===== src/rtl/seq_detect_1011_if.sv =====
// Bit-stream handshake bundle for the 1011 detector.
// master drives en/din/clr; slave returns detected/count/state.
interface seq_detect_1011_if #(
  parameter int COUNT_W = 4
);
  logic               en;
  logic               din;
  logic               clr;
  logic               detected;
  logic [COUNT_W-1:0] count;
  logic [2:0]         state;

  modport master (
    output en,
    output din,
    output clr,
    input  detected,
    input  count,
    input  state
  );

  modport slave (
    input  en,
    input  din,
    input  clr,
    output detected,
    output count,
    output state
  );
endinterface


===== src/rtl/seq_detect_1011.sv =====
// Moore detector for serial 1-0-1-1 (overlapping), saturating count.
// Ports: clk, rst (sync, active-high), bus (slave: en/din/clr in; detected/count/state out).
module seq_detect_1011 #(
  parameter int COUNT_W = 4
) (
  input  logic             clk,
  input  logic             rst,
  seq_detect_1011_if.slave bus
);

  typedef enum logic [2:0] {
    S0    = 3'd0,
    S1    = 3'd1,
    S10   = 3'd2,
    S101  = 3'd3,
    S1011 = 3'd4
  } state_t;

  localparam logic [COUNT_W-1:0] CMAX = '1;
  localparam logic [COUNT_W-1:0] ONE  = 1;

  state_t             st;
  state_t             nx;
  logic [COUNT_W-1:0] cnt;
  logic               det;
  logic               bad;
  logic               hit;

  // Codes 5-7 recover to S0 even with en low.
  assign bad = (st > S1011);
  assign hit = bus.en && (st == S101) && bus.din;

  always_comb begin
    nx = S0;
    unique case (st)
      S0:      nx = bus.din ? S1    : S0;
      S1:      nx = bus.din ? S1    : S10;
      S10:     nx = bus.din ? S101  : S0;
      S101:    nx = bus.din ? S1011 : S10;
      S1011:   nx = bus.din ? S1    : S10;
      default: nx = S0;
    endcase
  end

  // detected is registered from the next state, so it
  // always equals (state == S1011) with no path from din.
  always_ff @(posedge clk) begin
    if (rst) begin
      st  <= S0;
      cnt <= '0;
      det <= 1'b0;
    end else begin
      if (bad) begin
        st  <= S0;
        det <= 1'b0;
      end else if (bus.en) begin
        st  <= nx;
        det <= (nx == S1011);
      end
      if (bus.clr)
        cnt <= '0;
      else if (hit && cnt != CMAX)
        cnt <= cnt + ONE;
    end
  end

  assign bus.detected = det;
  assign bus.count    = cnt;
  assign bus.state    = st;

endmodule

===== src/flat_wrapper.sv =====
// flat-port wrapper written by rule: the top's interface ports become plain ports
module seq_detect_1011_flat 
#(
  parameter int COUNT_W = 4
)
  (clk, rst, bus_en, bus_din, bus_clr, bus_detected, bus_count, bus_state);
  seq_detect_1011_if #(.COUNT_W(COUNT_W)) bus_i ();
  input  logic clk;
  input  logic rst;
  input wire logic [$bits(bus_i.en)-1:0] bus_en;
  input wire logic [$bits(bus_i.din)-1:0] bus_din;
  input wire logic [$bits(bus_i.clr)-1:0] bus_clr;
  output wire logic [$bits(bus_i.detected)-1:0] bus_detected;
  output wire logic [$bits(bus_i.count)-1:0] bus_count;
  output wire logic [$bits(bus_i.state)-1:0] bus_state;
  assign bus_i.en = bus_en;
  assign bus_i.din = bus_din;
  assign bus_i.clr = bus_clr;
  assign bus_detected = bus_i.detected;
  assign bus_count = bus_i.count;
  assign bus_state = bus_i.state;
  seq_detect_1011 #(.COUNT_W(COUNT_W)) u_core (.clk(clk), .rst(rst), .bus(bus_i));
endmodule

===== config.mk =====
export PLATFORM = sky130hd
export DESIGN_NAME = seq_detect_1011_flat
export DESIGN_NICKNAME = d
export VERILOG_FILES = /design/src/rtl/seq_detect_1011_if.sv /design/src/rtl/seq_detect_1011.sv /design/src/flat_wrapper.sv
export SDC_FILE = /design/constraint.sdc
export NUM_CORES = 1
export LEC_CHECK = 0
export CORE_MARGIN = 1.5
export CORE_UTILIZATION = 25
export CTS_BUF_LIST = sky130_fd_sc_hd__clkbuf_8 sky130_fd_sc_hd__clkbuf_16
export DETAILED_ROUTE_END_ITERATION = 12
export SLEW_MARGIN = 25
export SYNTH_ARGS = -nofsm -noshare
export SYNTH_HDL_FRONTEND = slang
export SYNTH_SLANG_ARGS = --single-unit

===== constraint.sdc =====
create_clock -name clk -period 1.8 [get_ports clk]
set_input_delay 0.27 -clock clk [delete_from_list [all_inputs] [get_ports clk]]
set_output_delay 0.27 -clock clk [all_outputs]
set_load 0.02 [all_outputs]

Word level (Yosys, flattened, before mapping)
Cells that the tools add are included.
Widths: inputs -> output; s select.
{"block": "op_classes", "order_cmp": 1, "mux": 5, "eq_ne": 6, "addsub": 1, "reduce_logical": 7}
{"operator": "$pmux 3 s4", "n": 1}
{"operator": "$eq 3x2->1 const B", "n": 2}
{"operator": "$eq 3x3->1 const B", "n": 2}
{"operator": "$reduce_or 2->1", "n": 3}
{"operator": "$add 4x1->4 const B", "n": 1}
{"operator": "$mux 2", "n": 2}
{"operator": "$ne 4x4->1 const B", "n": 1}
{"operator": "$eq 3x1->1 const B", "n": 1}
{"operator": "$gt 3x3->1 const B", "n": 1}
{"operator": "$logic_and 1x1->1", "n": 3}
{"operator": "$logic_not 3->1", "n": 1}
{"operator": "$mux 3", "n": 1}
{"operator": "$mux 1", "n": 1}
{"block": "word_totals", "in_bits": 5, "ff_bits": 8, "elab_cells": 23, "output_inout_bits": 8}

Longest topological paths before layout
{"block": "depth", "word_depth": 4, "depth_mapped": 4}

Worst setup path after synthesis
Ideal clock, no wire load.
{"block": "synth_path", "path_kind": "flip-flop to flip-flop", "from": "register u_core.cnt[0], in the netlist u_core.bus.count[0]", "to": "register u_core.cnt[0], in the netlist u_core.bus.count[0]", "arrival_time_ns": 1.353, "setup_ns": 0.070, "period_less_slack_ns": 1.423, "setup_slack_ns": 0.377, "path_stages_with_launch": 5, "path_cell_list": "dfxtp_1 ha_1 and3_1 or4_1 a21boi_1"}
{"block": "synth_via", "elab_chain_len": 2, "word_cells_on_any_way": 3}
{"item": "start: declaration", "line": "seq_detect_1011.sv:24", "source": "logic [COUNT_W-1:0] cnt;"}
{"item": "start signal: assignment", "line": "seq_detect_1011.sv:63", "source": "cnt <= cnt + ONE;"}
{"item": "branches (longest 2 deep; another with $add 4x1->4)"}
Parallel ways; which one is timed is not known.
A chain may end at the register's enable or synchronous reset.

Worst setup path after layout
{"block": "layout_path", "from": "register u_core.st[0], in the netlist u_core.bus.state[0]", "to": "output port bus_state[0]"}
{"item": "start: declaration", "line": "seq_detect_1011.sv:22", "source": "state_t st;"}
{"item": "start signal: assignment", "line": "seq_detect_1011.sv:57", "source": "st <= nx;"}
{"item": "end: declaration", "line": "flat_wrapper.sv:15", "source": "output wire logic [$bits(bus_i.state)-1:0] bus_state;"}
No word-level cell between the ends.

==> qor.yml <==
ys_types: 26
worst_r2r_path_depth: 4
crit_type: "flip-flop to output pin"
hpwl_um: 689
slew_headroom_pct: 77.3
core_area_um2: 1560
die_width_um: 44.3
yosys-top-cells-area: "dfxtp_1 38%, a21oi_1 4.7%, nand3b_4 4.7%"
clk_pin_slew_ns: 0.04
drc: 0
hold_path.class: "flip-flop to flip-flop"
overflow: 0
outcome: "complete, no violations"
cp-start-kind: "flip-flop"
ys.flop_type: "dfxtp_1"
dr.first_iter.drc_count: 9
crit_buf_inv: 1
rows: 14
fill_cells: 157
crit_family: "buffers and inverters"
drt-total-wl_um: 940
globalRouteTotalUtil_pct: 11.4
synth_edf_count: 0
cts_resized: 0
placed_cells: 74
antenna_found_initial: 0
vias_per_cell: 5.29
critPathMaxFanout: 9
r2r_slack_ns: 0.36
final_common_cell: "clkdlybuf4s50_1"
cts.sinks: 8
synth_top_area_share_pct: 37.5
regArea_um2: 160
cp-startpoint: "u_core.bus.state[0]$_SDFFE_PP0P_"
yosysSeqAreaShare_pct: 37.5
wl_per_cell_um: 12.2
worstHoldStart: "u_core.bus.detected$_SDFFE_PP0P_"
critPathRequiredTime_ns: 1.53
grt_setup_unrepaired: "false"
die_area_um2: 1960
synth_area_um2: 427
async_flop_share_pct: 0
worst_hold_slack_ns: 0.477
final_max_slew_viol_count: 0
syn_area_per_cell_um2: 9.28
cp.depth: 1
r2r_end: "u_core.bus.count[3]$_SDFFE_PP0P_"
multi_input_area_um2: 262
syn_inst: 46
clock_latency_ns: 0.23
finalSetupTns_ns: 0
ctsLongestPathBuffers: 2
most-common-layout-cells: "12 x clkdlybuf4s50_1, 8 x dfxtp_1, 5 x nand2_1"
timing.fmax_mhz: 621
post-cts-setup-buffer-count: 0
holdBufCountCts: 0
vdd_drop_max_v: 0.000300
max_slew.worst_pin.slew_ns: 0.336
period_share_pct: 89.5
leakagePower_uw: 0.000231
yosysWarnings: 0
drv_cap: 0
crit_path_max_incr_delay_ns: 0.65
grt_max_degree: 10
io_pins: 13
r2r_start: "u_core.bus.count[0]$_SDFFE_PP0P_"
grt_pass1_wl_um: 1570
ys_ff_latch: 8
cts_buffers: 3
cts_tree: "yes"
portBuffers: 12
yosysTopAreaCell: "dfxtp_1"
finalHoldViolations: 0
utilization_pct: 39.2
h-tree-depth: 1
vias: 407
layout.cells.non_filler: 77
crit_slowest_cell: "clkdlybuf4s50_1"
diodes: 0
die_y_um: 44.3
cp-endpoint: "bus_state[0]"
cp_cell_sequence: "clkdlybuf4s50_1"
synth.net_count: 52
clock-skew-final_ns: 0.00112
drive_gt1_share_pct: 11.5
power.density_nw_per_um2: 715
nets: 69
areaGrowthSynthToFinish_pct: 43.1
ant_nets: 0
initial_utilization_pct: 27.4
cp-end-kind: "output pin"
setup_viol: 0
dr.pass1.iters: 4
arrival_ns: 1.34
min_period_ns: 1.61
grt_pass1_vias: 344
clockRootBuffer: "clkbuf_8"
gp_congestion: 0.725
total_power_uw: 437
## tightest hold or removal path, stage by stage, from the launching register on
cell and delay, ns:
dfxtp_1 0.30, nand2b_1 0.06, a21oi_1 0.06
## through the flow
| step | area, um^2 | setup WS [ns] |
|---|---|---|
| final | 611 | 0.189 |
| after global routing | 611 | 0.125 |
| after floorplan | 427 | 0.377 |
| after detailed placement | 569 | 0.0810 |
| after global placement | 569 | 0.109 |
| after CTS | 611 | 0.175 |
## registers in the layout (all words and copies together), names as in the netlist
register,count
u_core.bus.state,3
u_core.bus.count,4
u_core.bus.detected,1
## worst min-delay path by stage
| stage | to | depth (start not counted) |
|---|---|---|
| after global placement | u_core.bus.detected$_SDFFE_PP0P_ | 2 |
| after detailed placement | u_core.bus.detected$_SDFFE_PP0P_ | 2 |
| after floorplan | u_core.bus.state[1]$_SDFFE_PP0P_ | 1 |
| after CTS | u_core.bus.detected$_SDFFE_PP0P_ | 2 |
| final | u_core.bus.detected$_SDFFE_PP0P_ | 2 |
| after global routing | u_core.bus.detected$_SDFFE_PP0P_ | 2 |
## cell families after synthesis
family,synth area share (%)
compound gates,21.4
mux,2.35
flops,37.5
simple gates,34.6
buf+inv,1.17
fa+ha+maj,2.93
## layer usage
layer	share of wire (%)	routed length, um	GRT usage, %	up-vias
li1	-	-	-	208
met5	0	0	0	-
met1	49	465	16.3	179
met2	43	401	13.5	16
met3	4.7	44	3.67	4
met4	3.1	29	9.09	0
## synth_stat cells, types with 2 or more instances
cell type  n
o31ai_1    2
nand3_1    3
nand2b_1   3
dfxtp_1    8
a21oi_1    4
or2b_1     2
nand2_1    5
## power by group
group / internal (uW) / switching (uW) / total [uW]
clock: 145 / 73.6 / 219
sequential: 180 / 3.83 / 184
combinational: 18.9 / 15.3 / 34.2
total: 344 / 92.7 / 437
## cell type report
cell class                      instances  area share, %
Clock buffer                            3           6.76
Timing Repair Buffer                   13           20.9
Tap cell                               16           3.28
Sequential cell                         8           26.2
Multi-Input combinational cell         37           42.8
Note: power is estimated with default switching activity, not from simulation.
